===== src/rtl/systolic_sched_if.sv =====
// Operand-buffer / array-edge bundle for systolic_sched: tile control, joined A/B beat
// handshake, skewed array edge operands, per-PE strobes and status.
interface systolic_sched_if #(parameter int N = 2);
    logic             start;
    logic [7:0]       k_len;
    logic             a_valid;
    logic             a_ready;
    logic [8*N-1:0]   a_data;
    logic             b_valid;
    logic             b_ready;
    logic [8*N-1:0]   b_data;
    logic [8*N-1:0]   arr_a;
    logic [8*N-1:0]   arr_b;
    logic [N*N-1:0]   arr_clear;
    logic [N*N-1:0]   arr_cap;
    logic             busy;
    logic             done;
    logic             err;
    logic [15:0]      perf_stall;

    modport master (
        output start, k_len, a_valid, a_data, b_valid, b_data,
        input  a_ready, b_ready, arr_a, arr_b, arr_clear, arr_cap,
               busy, done, err, perf_stall
    );

    modport slave (
        input  start, k_len, a_valid, a_data, b_valid, b_data,
        output a_ready, b_ready, arr_a, arr_b, arr_clear, arr_cap,
               busy, done, err, perf_stall
    );
endinterface


===== src/rtl/systolic_sched.sv =====
// Tile sequencer for an NxN systolic MAC array: joined A/B beat intake, diagonal edge skew,
// per-PE clear/capture strobes. Optional FEED-stall counter built when SYSTOLIC_SCHED_PERF_EN is defined.
module systolic_sched #(
    parameter int N = 2
) (
    input  logic           clk,
    input  logic           rst,
    systolic_sched_if.slave bus
);
    // state | meaning
    // IDLE  | waiting for start
    // FEED  | accepting K joined A/B beats
    // DRAIN | letting the last beat ripple to PE(N-1,N-1), then done
    typedef enum logic [1:0] {IDLE, FEED, DRAIN} state_t;

    localparam int         TAPS       = 2*N - 1;
    localparam logic [4:0] DRAIN_LOAD = 5'(2*N - 2);

    state_t     state, state_nxt;
    logic [7:0] k_q;
    logic [7:0] beat_cnt;
    logic [4:0] drain_cnt;
    logic       fire, accept, reject, drain_tc;
    logic       tag_first, tag_last;
    logic       a_rdy, b_rdy;
    logic       busy_q, done_q, err_q;
    logic [TAPS-1:0] first_dl, last_dl;

    always_ff @(posedge clk or posedge rst) begin
        if (rst) state <= IDLE;
        else     state <= state_nxt;
    end

    always_comb begin
        state_nxt = state;
        fire      = 1'b0;
        accept    = 1'b0;
        reject    = 1'b0;
        drain_tc  = 1'b0;
        tag_first = 1'b0;
        tag_last  = 1'b0;
        a_rdy     = 1'b0;
        b_rdy     = 1'b0;
        case (state)
            IDLE: begin
                if (bus.start) begin
                    if (bus.k_len != 8'd0) begin
                        accept    = 1'b1;
                        state_nxt = FEED;
                    end else begin
                        reject = 1'b1;
                    end
                end
            end
            FEED: begin
                // Cross-coupled readies so A and B are only ever consumed together.
                a_rdy     = bus.b_valid;
                b_rdy     = bus.a_valid;
                fire      = bus.a_valid & bus.b_valid;
                tag_first = fire && (beat_cnt == 8'd0);
                tag_last  = fire && (beat_cnt == k_q - 8'd1);
                if (tag_last) state_nxt = DRAIN;
            end
            DRAIN: begin
                drain_tc = (drain_cnt == 5'd0);
                if (drain_tc) state_nxt = IDLE;
            end
            default: state_nxt = IDLE;
        endcase
    end

    always_ff @(posedge clk or posedge rst) begin
        if (rst) begin
            k_q       <= 8'd0;
            beat_cnt  <= 8'd0;
            drain_cnt <= 5'd0;
            busy_q    <= 1'b0;
            done_q    <= 1'b0;
            err_q     <= 1'b0;
        end else begin
            busy_q <= (state_nxt != IDLE);
            done_q <= drain_tc;
            err_q  <= reject;
            if (accept) begin
                k_q      <= bus.k_len;
                beat_cnt <= 8'd0;
            end else if (fire) begin
                beat_cnt <= beat_cnt + 8'd1;
            end
            if (tag_last)            drain_cnt <= DRAIN_LOAD;
            else if (state == DRAIN) drain_cnt <= drain_cnt - 5'd1;
        end
    end

    // Tap 0 is the issue register; tap d reaches every PE with i+j == d.
    always_ff @(posedge clk or posedge rst) begin
        if (rst) begin
            first_dl <= '0;
            last_dl  <= '0;
        end else begin
            first_dl <= {first_dl[TAPS-2:0], tag_first};
            last_dl  <= {last_dl[TAPS-2:0], tag_last};
        end
    end

    for (genvar i = 0; i < N; i++) begin : g_edge
        logic [7:0] a_dl [0:i];
        logic [7:0] b_dl [0:i];

        always_ff @(posedge clk or posedge rst) begin
            if (rst) begin
                for (int d = 0; d <= i; d++) begin
                    a_dl[d] <= 8'h00;
                    b_dl[d] <= 8'h00;
                end
            end else begin
                a_dl[0] <= fire ? bus.a_data[8*i +: 8] : 8'h00;
                b_dl[0] <= fire ? bus.b_data[8*i +: 8] : 8'h00;
                for (int d = 1; d <= i; d++) begin
                    a_dl[d] <= a_dl[d-1];
                    b_dl[d] <= b_dl[d-1];
                end
            end
        end

        assign bus.arr_a[8*i +: 8] = a_dl[i];
        assign bus.arr_b[8*i +: 8] = b_dl[i];

        for (genvar j = 0; j < N; j++) begin : g_pe
            assign bus.arr_clear[i*N + j] = first_dl[i + j];
            assign bus.arr_cap[i*N + j]   = last_dl[i + j];
        end
    end

`ifdef SYSTOLIC_SCHED_PERF_EN
    logic [15:0] stall_q;

    always_ff @(posedge clk or posedge rst) begin
        if (rst)
            stall_q <= 16'd0;
        else if (accept)
            stall_q <= 16'd0;
        else if (state == FEED && !fire && stall_q != 16'hFFFF)
            stall_q <= stall_q + 16'd1;
    end

    assign bus.perf_stall = stall_q;
`else
    assign bus.perf_stall = 16'd0;
`endif

    assign bus.a_ready = a_rdy;
    assign bus.b_ready = b_rdy;
    assign bus.busy    = busy_q;
    assign bus.done    = done_q;
    assign bus.err     = err_q;
endmodule


===== src/flat_wrapper.sv =====
// flat-port wrapper written by rule: the top's interface ports become plain ports
module systolic_sched_flat 
#(
    parameter int N = 2
)
  (clk, rst, bus_start, bus_k_len, bus_a_valid, bus_a_data, bus_b_valid, bus_b_data, bus_a_ready, bus_b_ready, bus_arr_a, bus_arr_b, bus_arr_clear, bus_arr_cap, bus_busy, bus_done, bus_err, bus_perf_stall);
  systolic_sched_if #(.N(N)) bus_i ();
  input  logic clk;
  input  logic rst;
  input wire logic [$bits(bus_i.start)-1:0] bus_start;
  input wire logic [$bits(bus_i.k_len)-1:0] bus_k_len;
  input wire logic [$bits(bus_i.a_valid)-1:0] bus_a_valid;
  input wire logic [$bits(bus_i.a_data)-1:0] bus_a_data;
  input wire logic [$bits(bus_i.b_valid)-1:0] bus_b_valid;
  input wire logic [$bits(bus_i.b_data)-1:0] bus_b_data;
  output wire logic [$bits(bus_i.a_ready)-1:0] bus_a_ready;
  output wire logic [$bits(bus_i.b_ready)-1:0] bus_b_ready;
  output wire logic [$bits(bus_i.arr_a)-1:0] bus_arr_a;
  output wire logic [$bits(bus_i.arr_b)-1:0] bus_arr_b;
  output wire logic [$bits(bus_i.arr_clear)-1:0] bus_arr_clear;
  output wire logic [$bits(bus_i.arr_cap)-1:0] bus_arr_cap;
  output wire logic [$bits(bus_i.busy)-1:0] bus_busy;
  output wire logic [$bits(bus_i.done)-1:0] bus_done;
  output wire logic [$bits(bus_i.err)-1:0] bus_err;
  output wire logic [$bits(bus_i.perf_stall)-1:0] bus_perf_stall;
  assign bus_i.start = bus_start;
  assign bus_i.k_len = bus_k_len;
  assign bus_i.a_valid = bus_a_valid;
  assign bus_i.a_data = bus_a_data;
  assign bus_i.b_valid = bus_b_valid;
  assign bus_i.b_data = bus_b_data;
  assign bus_a_ready = bus_i.a_ready;
  assign bus_b_ready = bus_i.b_ready;
  assign bus_arr_a = bus_i.arr_a;
  assign bus_arr_b = bus_i.arr_b;
  assign bus_arr_clear = bus_i.arr_clear;
  assign bus_arr_cap = bus_i.arr_cap;
  assign bus_busy = bus_i.busy;
  assign bus_done = bus_i.done;
  assign bus_err = bus_i.err;
  assign bus_perf_stall = bus_i.perf_stall;
  systolic_sched #(.N(N)) u_core (.clk(clk), .rst(rst), .bus(bus_i));
endmodule

===== config.mk =====
export PLATFORM = sky130hd
export DESIGN_NAME = systolic_sched_flat
export DESIGN_NICKNAME = d
export VERILOG_FILES = /design/src/rtl/systolic_sched_if.sv /design/src/rtl/systolic_sched.sv /design/src/flat_wrapper.sv
export SDC_FILE = /design/constraint.sdc
export NUM_CORES = 1
export LEC_CHECK = 0
export ABC_CLOCK_PERIOD_IN_PS = 4500
export BUFFER_PORTS_ARGS = -buffer_cell sky130_fd_sc_hd__buf_2
export CAP_MARGIN = 30
export CORE_MARGIN = 2
export CORE_UTILIZATION = 40
export CTS_CLUSTER_DIAMETER = 200
export DETAILED_ROUTE_END_ITERATION = 8
export PLACE_DENSITY = 0.66
export SYNTH_ARGS = -nofsm -noshare
export SYNTH_HDL_FRONTEND = slang
export SYNTH_SLANG_ARGS = --single-unit

===== constraint.sdc =====
create_clock -name clk -period 4.5 [get_ports clk]
set_input_delay 0.9 -clock clk [delete_from_list [all_inputs] [get_ports clk]]
set_output_delay 0.9 -clock clk [all_outputs]
set_load 0.02 [all_outputs]

## Word-level counts from Yosys, hierarchy flattened

Cells that the tools add are included.
Widths: inputs -> output; s select.

| storage, ports and cells | value |
|---|---|
| register bits | 80 |
| latch bits | 0 |
| bits in writable memories | 0 |
| memory bits (read-only) | 0 |
| input bits | 45 |
| output and inout port bits | 61 |
| logic and storage cells | 56 |
| memories | 0 |

| cells by class | value |
|---|---|
| add/subtract/negate cells | 3 |
| $mul | 0 |
| divide/modulo/power cells | 0 |
| order comparisons | 0 |
| equal/unequal tests | 3 |
| shift-type cells | 0 |
| multiplexer cells | 25 |
| bitwise gates (word level) | 1 |
| reduce and logical (&&, ||, !) cells | 9 |

Operators with widths:

| kind | number |
|---|---|
| $mux 8 | 6 |
| $mux 1 | 12 |
| $mux 5 | 2 |
| $add 8x1->8 const B | 1 |
| $eq 8x8->1 | 1 |
| $logic_not 8->1 | 1 |
| $mux 2 | 4 |
| $reduce_bool 8->1 | 1 |
| $sub 8x1->8 const B | 1 |
| $pmux 2 s3 | 1 |
| $reduce_bool 2->1 | 3 |
| $logic_not 5->1 | 1 |
| $sub 5x1->5 const B | 1 |
| $eq 2x1->1 const B | 1 |
| $eq 2x2->1 const B | 1 |
| $logic_and 1x1->1 | 2 |
| $logic_not 2->1 | 1 |
| $and 1x1->1 | 1 |

## Depth between registers and ports, before layout

Gate-level depths: netlist (run 1).

| depth | value |
|---|---|
| depth in word-level cells | 6 |
| depth in mapped cells | 7 |
| depth with buffers taken out | 7 |

## Worst setup path after synthesis (run 1)

OpenSTA, ideal clock, no wires.

| timing | value |
|---|---|
| path type | input port to output port |
| from | input port bus_b_valid |
| to | output port bus_a_ready |
| arrival | 1.110 ns |
| data required time | 3.600 ns |
| path slack | 2.490 ns |
| stages | 1 |
| buffers on the path | 0 |
| cells stage by stage | and2_1 |

| between the ends | value |
|---|---|
| longest elaborated chain between the ends | 1 |

RTL lines:

| what | RTL line | RTL |
|---|---|---|
| from (decl) | flat_wrapper.sv:14 | `input wire logic [$bits(bus_i.b_valid)-1:0] bus_b_valid;` |
| $mux 1 | systolic_sched.sv:44 | `case (state)` |
| to (decl) | flat_wrapper.sv:16 | `output wire logic [$bits(bus_i.a_ready)-1:0] bus_a_ready;` |

No other way between the ends.

## Worst setup path in the final report (run 1)

| timing | value |
|---|---|
| from | register u_core.state[0] |
| to | output port bus_a_ready |

| between the ends | value |
|---|---|
| longest elaborated chain between the ends | 2 |

RTL lines:

| what | RTL line | RTL |
|---|---|---|
| from (decl) | systolic_sched.sv:19 | `state_t state, state_nxt;` |
| from (signal assigned) | systolic_sched.sv:31 | `else state <= state_nxt;` |
| $eq 2x1->1 | systolic_sched.sv:44 |  |
| $mux 1 | systolic_sched.sv:44 |  |

No other way between the ends.

==> results.cfg, run 1 <==
[worst_setup_path]
cp-startpoint = u_core.state[0]$_DFF_PP0_
critPathBufInv = 1
cp-end-kind = output pin
arrival_ns = 1.49
path_max_fanout = 8
start_kind = flip-flop
worstPathCellList = nor2b_1 > and2_1 > buf_2
cp.depth = 3
timing.critical_path.to = bus_a_ready
worst_path_largest_cell_delay_ns = 0.49
r2r_setup_slack_ns = 2.29
required_ns = 3.60
r2r_start = u_core.state[0]$_DFF_PP0_
reg2reg_to = u_core.beat_cnt[5]$_DFFE_PP0P_
slowest_stage = dfrtp_1
crit_type = flip-flop to output pin
crit_family = simple AND/OR/NAND/NOR gates
worst-r2r-cell-count = 6

[routing]
vias = 2103
viasPerCell = 4.56
drc = 0
wl_per_cell_um = 12.5
drtAntennaViolNets = 0
firstDrtPassIters = 4
drt_first_iter_violations = 63
wl_mm = 5.77

[die]
die-area_sq_um = 8830
rows = 32
die_w_um = 94.0
ios = 106
start_util_pct = 41.7
die_height_um = 94.0
core_area_sq_um = 7770

[cts]
clock_path_buffers = 2
post_cts_resized = 0
cts-root-buf = clkbuf_8
hold_buffers = 0
cts_tree = yes
cts_setup_buffers = 0
path_clk_slew_ns = 0.08
clock_sinks = 80
clk_latency_ns = 0.34
cts_buffers = 9
h-tree-depth = 3

[finish]
num-fill-cells = 739
area_growth_pct = 17.9
layout_common_cells = 89 x buf_2, 80 x dfrtp_1, 37 x and2_1
layout_commonest_cell = buf_2
antennaDiodeCount = 0
final_area_sq_um = 3820
final_layout_size_suffix_gt1_share_pct = 30.4
fin_util_pct = 49.2
layout.cells.non_filler = 461
fin_nets = 404

[sta]
skew_ns = 0.00641
hold_viol = 0
tightestPinTransition_ns = 1.01
slew_viol_final = 0
finalSetupTns_ns = 0
setup_violations = 0
period_minus_slack_ns = 2.39
rsz0062_at_grt = no
post-route-period-util_pct = 53.2
fmax_mhz = 418
whs_ns = 0.343
maxSlewHeadroom_pct = 32.7
setup_ws_ns = 2.11

[power]
ir_worst_vdd_mv = 0.194
p_total_mw = 1.94
power_density_nw_per_um2 = 507
leakagePower_nw = 2.05

[synthesis]
synth_edf_count = 0
synth-async-reset-ratio_pct = 100
yosysSeqAreaShare_pct = 61.8
ys_ff_latch = 80
yosys.cell_types.count = 34
netlist_area_sq_um = 3240
ys_warn_count = 0
syn_avg_cell_area_sq_um = 11.6
synthCells = 280
synthFlopType = dfrtp_1

[status]
status = finished, final reports clean

[run]
cap_viol_max_count = 0

[place]
dp_hpwl_mm = 4.16
port_buffers = 89
gp_congestion = 0.793
preCtsSetupSlack_ns = 1.95
placed_area_sq_um = 3590
place_inst = 446

[hold_path]
hp-class = flip-flop to flip-flop

[global_route]
grt_pass1_vias = 2012
grt_pass1_wl_mm = 9.37
grt_usage_pct = 14.0
antenna_found_initial = 0
grt_start_max_net_pins = 44
grt.overflow.total = 0
-- per-layer routing --
| metal | track usage [%] | share of wire, % | up-vias |
|---|---|---|---|
| met5 | 0 | 0 | - |
| met4 | 7.00 | 1.8 | 0 |
| met3 | 4.33 | 5.7 | 10 |
| met2 | 22.3 | 49 | 66 |
| met1 | 17.2 | 43 | 1019 |
| li1 | - | - | 1008 |
-- worst reg2reg max path, delay by kind of cell, from the launching register on --
family	cells	cell delay [ns]
buf+inv	1	0.32
simple gates	4	1.16
compound gates	1	0.16
flops	1	0.49
-- power by group --
group / internal (mW) / switching [mW] / leakage, nW
clock network: 0.341 / 0.241 / 0.116
registers: 0.820 / 0.0989 / 1.05
logic: 0.183 / 0.254 / 0.879
-- Yosys cell counts, types with 2 or more instances --
cell      count  share of area, %
ha_1          4               1.5
nor4b_1       2              0.54
or3_1         2              0.39
inv_1         8              0.93
nand2b_1      2              0.39
a21oi_1       3              0.46
nand4_1       5              0.97
nor2b_1       2              0.39
nand2_1      28               3.2
nor2_1       12               1.4
clkbuf_1      6              0.70
dfrtp_1      80                62
o21ai_0       9               1.4
a31oi_1       3              0.58
nand3_1       2              0.31
nor4_1        8               1.5
and3_1        3              0.58
and2_1       37               7.1
xor2_1       10               2.7
buf_4        34               7.9
xnor2_1       7               1.9
-- worst min-delay path by stage --
stage                                                    from                             end  slack, ns  cells past startpoint
after floorplan           u_core.g_edge[1].a_dl[10]$_DFF_PP0_  u_core.bus.arr_a[10]$_DFF_PP0_       0.33                      0
after global placement    u_core.g_edge[1].a_dl[13]$_DFF_PP0_  u_core.bus.arr_a[13]$_DFF_PP0_       0.33                      0
after detailed placement  u_core.g_edge[1].a_dl[13]$_DFF_PP0_  u_core.bus.arr_a[13]$_DFF_PP0_       0.33                      0
after CTS                 u_core.g_edge[1].a_dl[14]$_DFF_PP0_  u_core.bus.arr_a[14]$_DFF_PP0_       0.34                      0
after global routing      u_core.g_edge[1].a_dl[13]$_DFF_PP0_  u_core.bus.arr_a[13]$_DFF_PP0_       0.35                      0
final                     u_core.g_edge[1].a_dl[14]$_DFF_PP0_  u_core.bus.arr_a[14]$_DFF_PP0_       0.34                      0
-- sequential cells by signal, summed over array words and instances, names as in the netlist, 2 cells and up --
register and count:
u_core.beat_cnt 8, u_core.bus.arr_a 8, u_core.bus.arr_b 8, u_core.drain_cnt 5, u_core.first_dl 3, u_core.g_edge.a_dl 16, u_core.g_edge.b_dl 16, u_core.k_q 8
u_core.last_dl 3, u_core.state 2
-- layout make-up --
type,instances,area [sq um],share of cell area (%)
Clock buffer,11,151,3.96
Clock inverter,4,77.6,2.03
Inverter,8,31.3,0.819
Multi-Input combinational cell,165,970,25.4
Sequential cell,80,2000,52.4
Tap cell,102,128,3.34
Timing Repair Buffer,91,460,12.1
-- cell families (layout without fill, tap and decap cells) --
| kind of cell | Yosys count | count (layout) | share of synthesized area [%] |
|---|---|---|---|
| buf+inv | 50 | 114 | 10.0 |
| simple gates | 107 | 107 | 17.9 |
| flops | 80 | 80 | 61.8 |
| mux | 1 | 1 | 0.309 |
| fa+ha+maj | 4 | 4 | 1.55 |
| compound gates | 20 | 20 | 3.75 |
| other cells | 1 | 16 | 0.116 |
| xor+xnor | 17 | 17 | 4.60 |
No activity file was read; power rests on OpenSTA's default activity.
==> run 2, diff against run 1 <==
ABC_CLOCK_PERIOD_IN_PS = 2300   (was 4500)
clock period = 2.3 ns   (was 4.5 ns; I/O delays follow)
==> run 2 against run 1 <==
Clock power is 84% higher. Via count is 2.7% lower. Power is 92% higher. Final cell count is 0.65% higher. Wire length is 0.29% lower. Sequential share of layout area is 0.17 points lower. Highest routed layer unchanged.
==> results.cfg, run 2 (synthesized netlist as in run 1, its figures left out) <==
[status]
status = finished, final reports clean

[global_route]
grt_start_max_net_pins = 81
antenna_found_initial = 0
grt_pass1_vias = 1990
grt_usage_pct = 14.1
grt_pass1_wl_mm = 9.36
grt.overflow.total = 0

[sta]
fmax_mhz = 481
post-route-period-util_pct = 90.4
slew_viol_final = 0
skew_ns = 0.0143
setup_violations = 0
period_minus_slack_ns = 2.08
finalSetupTns_ns = 0
hold_viol = 0
rsz0062_at_grt = no

[finish]
area_growth_pct = 18.3
fin_nets = 406
layout_commonest_cell = buf_2
layout_common_cells = 89 x buf_2, 80 x dfrtp_1, 37 x and2_1
antennaDiodeCount = 0
final_area_sq_um = 3830
top_regs = u_core.g_edge.a_dl: 16 flops, u_core.g_edge.b_dl: 16 flops
final_layout_size_suffix_gt1_share_pct = 30.9

[routing]
vias = 2046
drc = 0
drtAntennaViolNets = 0
drt_first_iter_violations = 70
wl_mm = 5.76
firstDrtPassIters = 4
wl_per_cell_um = 12.4
viasPerCell = 4.41

[cts]
cts_buffers = 9
hold_buffers = 0
clk_latency_ns = 0.36
post_cts_resized = 0
cts-root-buf = clkbuf_8
path_clk_slew_ns = 0.09
cts_tree = yes
clock_path_buffers = 2
cts_setup_buffers = 0
clock_sinks = 80
h-tree-depth = 3

[die]
rows = 32
die-area_sq_um = 8830
core_area_sq_um = 7770
start_util_pct = 41.7
die_w_um = 94.0
die_height_um = 94.0
ios = 106

[place]
placed_area_sq_um = 3620
port_buffers = 89
dp_hpwl_mm = 4.12
gp_congestion = 0.823

[worst_setup_path]
crit_family = simple AND/OR/NAND/NOR gates
required_ns = 2.54
cp-end-kind = flip-flop
crit_type = flip-flop to flip-flop
start_kind = flip-flop
arrival_ns = 2.32
path_max_fanout = 7
slowest_stage = or4b_4
worstPathCellList = nor4_1 > xnor2_1 > a41oi_1 > or4b_4 > a31o_1
worst_path_largest_cell_delay_ns = 0.59
r2r_setup_slack_ns = 0.22
critPathBufInv = 0

[hold_path]
hp-class = primary input to asynchronous set/reset pin

[run]
cap_viol_max_count = 0

[power]
leakagePower_nw = 2.05
power_density_nw_per_um2 = 973
ir_worst_vdd_mv = 0.355
==> run 2: worst register-to-register path: stages, from the launching register on <==
cell	delay (ns)
dfrtp_1	0.46
nor4_1	0.35
xnor2_1	0.16
a41oi_1	0.20
or4b_4	0.59
a31o_1	0.22
==> run 2: area by class of cell <==
cell class | count | area [sq um]
clock inverters | 6 | 73.8
multi-input cells | 165 | 970
flip-flops and latches | 80 | 2000
fillers | 749 | 3940
well taps | 102 | 128
inverters | 8 | 33.8
clock buffers | 10 | 138
repair buffers | 93 | 488
==> run 2: routing by layer <==
metal  share of wire, %  track usage [%]  vias up
li1                   -                -     1012
met1                 45             17.9      965
met2                 48             21.7       57
met3                4.8             3.61       12
met4                2.6             8.57        0
met5                  0                0        -
==> run 2: worst paths after layout <==
path,endpoint,startpoint,cells after the start
min in group clk,u_core.g_edge[1].a_dl[11]$_DFF_PP0_,bus_a_data[11],2
min reg2reg,u_core.bus.arr_b[12]$_DFF_PP0_,u_core.g_edge[1].b_dl[12]$_DFF_PP0_,0
max,u_core.drain_cnt[4]$_DFFE_PP0P_,u_core.k_q[3]$_DFFE_PP0P_,5
max reg2reg,u_core.drain_cnt[4]$_DFFE_PP0P_,u_core.k_q[3]$_DFFE_PP0P_,5
max in group asynchronous,u_core.beat_cnt[4]$_DFFE_PP0P_,rst,3
min,u_core.bus.arr_a[14]$_DFF_PP0_,rst,3
==> run 2: where the power goes <==
part | leakage, nW | switching [mW] | total (mW) | internal (mW)
clock | 0.107 | 0.528 | 1.07 | 0.544
sequential | 1.05 | 0.188 | 1.79 | 1.60
combinational | 0.890 | 0.497 | 0.865 | 0.369
==> run 2: through the flow <==
step | setup slack [ns] | std cells | power (mW) | utilization (%) | hold WS, ns
floorplan | 0.311 | 295 | 2.50 | - | 0.331
global placement | 0.243 | 448 | 2.66 | 46.6 | 0.332
detailed placement | 0.224 | 448 | 2.70 | 46.6 | 0.335
CTS | 0.209 | 464 | 3.78 | 49.3 | 0.218
global route | 0.119 | 464 | 3.98 | 49.3 | 0.237
finish | 0.221 | 464 | 3.73 | 49.3 | 0.176
==> run 3, diff against run 2 <==
ABC_AREA = 1   (was default)
PLACE_DENSITY = default   (was 0.66)
SKIP_LAST_GASP = 1   (was default)
==> run 3 against run 2 <==
Utilization down 0.69 points. Sequential power about the same. Final cell count up 19%. Non-clock buffer count down 2. Fmax up 14%. Critical path type unchanged. Sequential share of layout area down 2.7 points.
==> results.cfg, run 3 <==
[status]
status = finished, final reports clean

[synthesis]
ys_warn_count = 0
yosysSeqAreaShare_pct = 57.9
yosysTopAreaCellShare_pct = 57.9
synth-async-reset-ratio_pct = 100
yosys-top-cells-count = 80 x dfrtp_1, 66 x inv_1, 50 x nand2_1, 50 x nor2_1, 34 x buf_4
synthFlopType = dfrtp_1
synthCells = 364
synth_edf_count = 0
ys_ff_latch = 80
synth.most_common_cell = dfrtp_1
synth_top_cell_by_area = dfrtp_1
synthTopCellsByArea = dfrtp_1 58%, buf_4 7.4%, inv_1 7.2%, nand2_1 5.4%, nor2_1 5.4%
yosys.cell_types.count = 31
netlist_area_sq_um = 3460
syn_avg_cell_area_sq_um = 9.50

[worst_setup_path]
reg2reg_to = u_core.bus.busy$_DFF_PP0_
required_ns = 2.53
cp-end-kind = flip-flop
path_max_fanout = 4
start_kind = flip-flop
arrival_ns = 2.06
crit_type = flip-flop to flip-flop
cp-startpoint = u_core.k_q[0]$_DFFE_PP0P_
r2r_start = u_core.k_q[0]$_DFFE_PP0P_
worst-r2r-cell-count = 12
r2r_setup_slack_ns = 0.48
timing.critical_path.to = u_core.bus.busy$_DFF_PP0_

[sta]
tightestPinTransition_ns = 0.634
fmax_mhz = 548
finalSetupTns_ns = 0
post-route-period-util_pct = 79.3
maxSlewHeadroom_pct = 57.7
hold_viol = 0
skew_ns = 0.00686
rsz0062_at_grt = no
slew_viol_final = 0
period_minus_slack_ns = 1.82
setup_violations = 0

[cts]
cts-root-buf = clkbuf_8
clock_path_buffers = 2
clk_latency_ns = 0.34
cts_setup_buffers = 0
h-tree-depth = 3
cts_tree = yes
post_cts_resized = 0
cts_buffers = 9
clock_sinks = 80
path_clk_slew_ns = 0.09
hold_buffers = 0

[place]
port_buffers = 89
gp_congestion = 0.823
dp_hpwl_mm = 4.71

[finish]
fin_util_pct = 48.7
final_layout_size_suffix_gt1_share_pct = 29.7
layout_commonest_cell = buf_2
area_growth_pct = 16.8
layout_common_cells = 89 x buf_2, 80 x dfrtp_1, 65 x inv_1
top_regs = u_core.g_edge.a_dl: 16 flops, u_core.g_edge.b_dl: 16 flops
antennaDiodeCount = 0
fin_nets = 492

[routing]
drc = 0
wl_per_cell_um = 11.4
viasPerCell = 4.30
drt_first_iter_violations = 59
vias = 2376
wl_mm = 6.31
firstDrtPassIters = 4
drtAntennaViolNets = 0

[global_route]
grt_usage_pct = 14.4
antenna_found_initial = 0
grt_pass1_vias = 2407
met2_usage_pct = 22.9
top_usage_layer = met2
grt.overflow.total = 0
grt_use_met1_pct = 18.9
gr-usage-met3_pct = 4.19
grt_start_max_net_pins = 42
grt_pass1_wl_mm = 11.0

[die]
die_height_um = 97.0
die_w_um = 97.0
rows = 33
core_area_sq_um = 8300
die-area_sq_um = 9400
start_util_pct = 41.7
ios = 106

[hold_path]
hp-class = primary input to asynchronous set/reset pin

[power]
power_density_nw_per_um2 = 961
ir_worst_vdd_mv = 0.454
leakagePower_nw = 2.35

[run]
cap_viol_max_count = 0
run 3: cell types whose count changed in the layout (fill, tap and decap cells not counted), sizes merged, moves of 8 or more:
cell | previous run | this run
xor2 | 10 | 2
o21ai | 9 | 18
nand3 | 2 | 17
and2 | 37 | 0
inv | 9 | 72
nand2 | 28 | 57
nor2 | 12 | 56
run 3: final cells by class:
cell class / instances / area (sq um)
Inverter: 70 / 269
Sequential cell: 80 / 2000
Clock buffer: 10 / 138
Multi-Input combinational cell: 191 / 975
Fill cell: 792 / 4260
Clock inverter: 6 / 50.0
Tap cell: 105 / 131
Timing Repair Buffer: 91 / 473
run 3: logic make-up after synthesis:
family / count (synthesis) / synth area share (%)
AOI/OAI and AO/OA: 25 / 3.91
xor gates and xnor gates: 3 / 0.760
adders and majority gates: 4 / 1.45
and+or+nand+nor: 143 / 20.3
buffers and inverters: 108 / 15.5
other: 1 / 0.108
DFF: 80 / 57.9
run 3: how the worst min path moves through the flow:
stage / slack [ns] / startpoint / endpoint / cells after the start
floorplan: 0.33 / u_core.g_edge[1].a_dl[10]$_DFF_PP0_ / u_core.bus.arr_a[10]$_DFF_PP0_ / 0
global placement: 0.33 / u_core.g_edge[1].a_dl[8]$_DFF_PP0_ / u_core.bus.arr_a[8]$_DFF_PP0_ / 0
detailed placement: 0.33 / u_core.g_edge[1].a_dl[10]$_DFF_PP0_ / u_core.bus.arr_a[10]$_DFF_PP0_ / 0
CTS: 0.13 / rst / u_core.bus.arr_b[10]$_DFF_PP0_ / 2
global route: 0.13 / rst / u_core.last_dl[2]$_DFF_PP0_ / 2
finish: 0.13 / rst / u_core.last_dl[2]$_DFF_PP0_ / 2
run 3: where the power goes:
part / internal, mW / switching [mW]
Combinational: 0.379 / 0.755
Clock: 0.435 / 0.522
Sequential: 1.63 / 0.162
Total: 2.44 / 1.44
run 3: per-layer routing:
layer / share of wire (%) / vias to the layer above
li1: - / 1198
met1: 46 / 1099
met2: 47 / 72
met3: 6.3 / 7
met4: 1.0 / 0
met5: 0 / -
run 3: metrics by stage:
stage,setup slack (ns),hold slack [ns],cells,instance area (sq um),total power [mW]
CTS,0.473,0.131,553,4040,3.95
finish,0.475,0.127,553,4040,3.88
detailed placement,0.427,0.335,537,3850,2.97
global placement,0.508,0.331,537,3850,2.93
floorplan,0.700,0.331,379,3520,2.70
global route,0.189,0.133,553,4040,4.19
run 3: worst max-delay path: stages (launching register included):
cell and delay, ns:
dfrtp_1 0.39, inv_2 0.07, ha_1 0.32, inv_1 0.06
nand2_1 0.04, nand2_1 0.06, nand3_1 0.07, nor2_1 0.11
nand3_1 0.11, nor2_4 0.15, nand2_1 0.06, a21oi_1 0.20
nand2_1 0.07
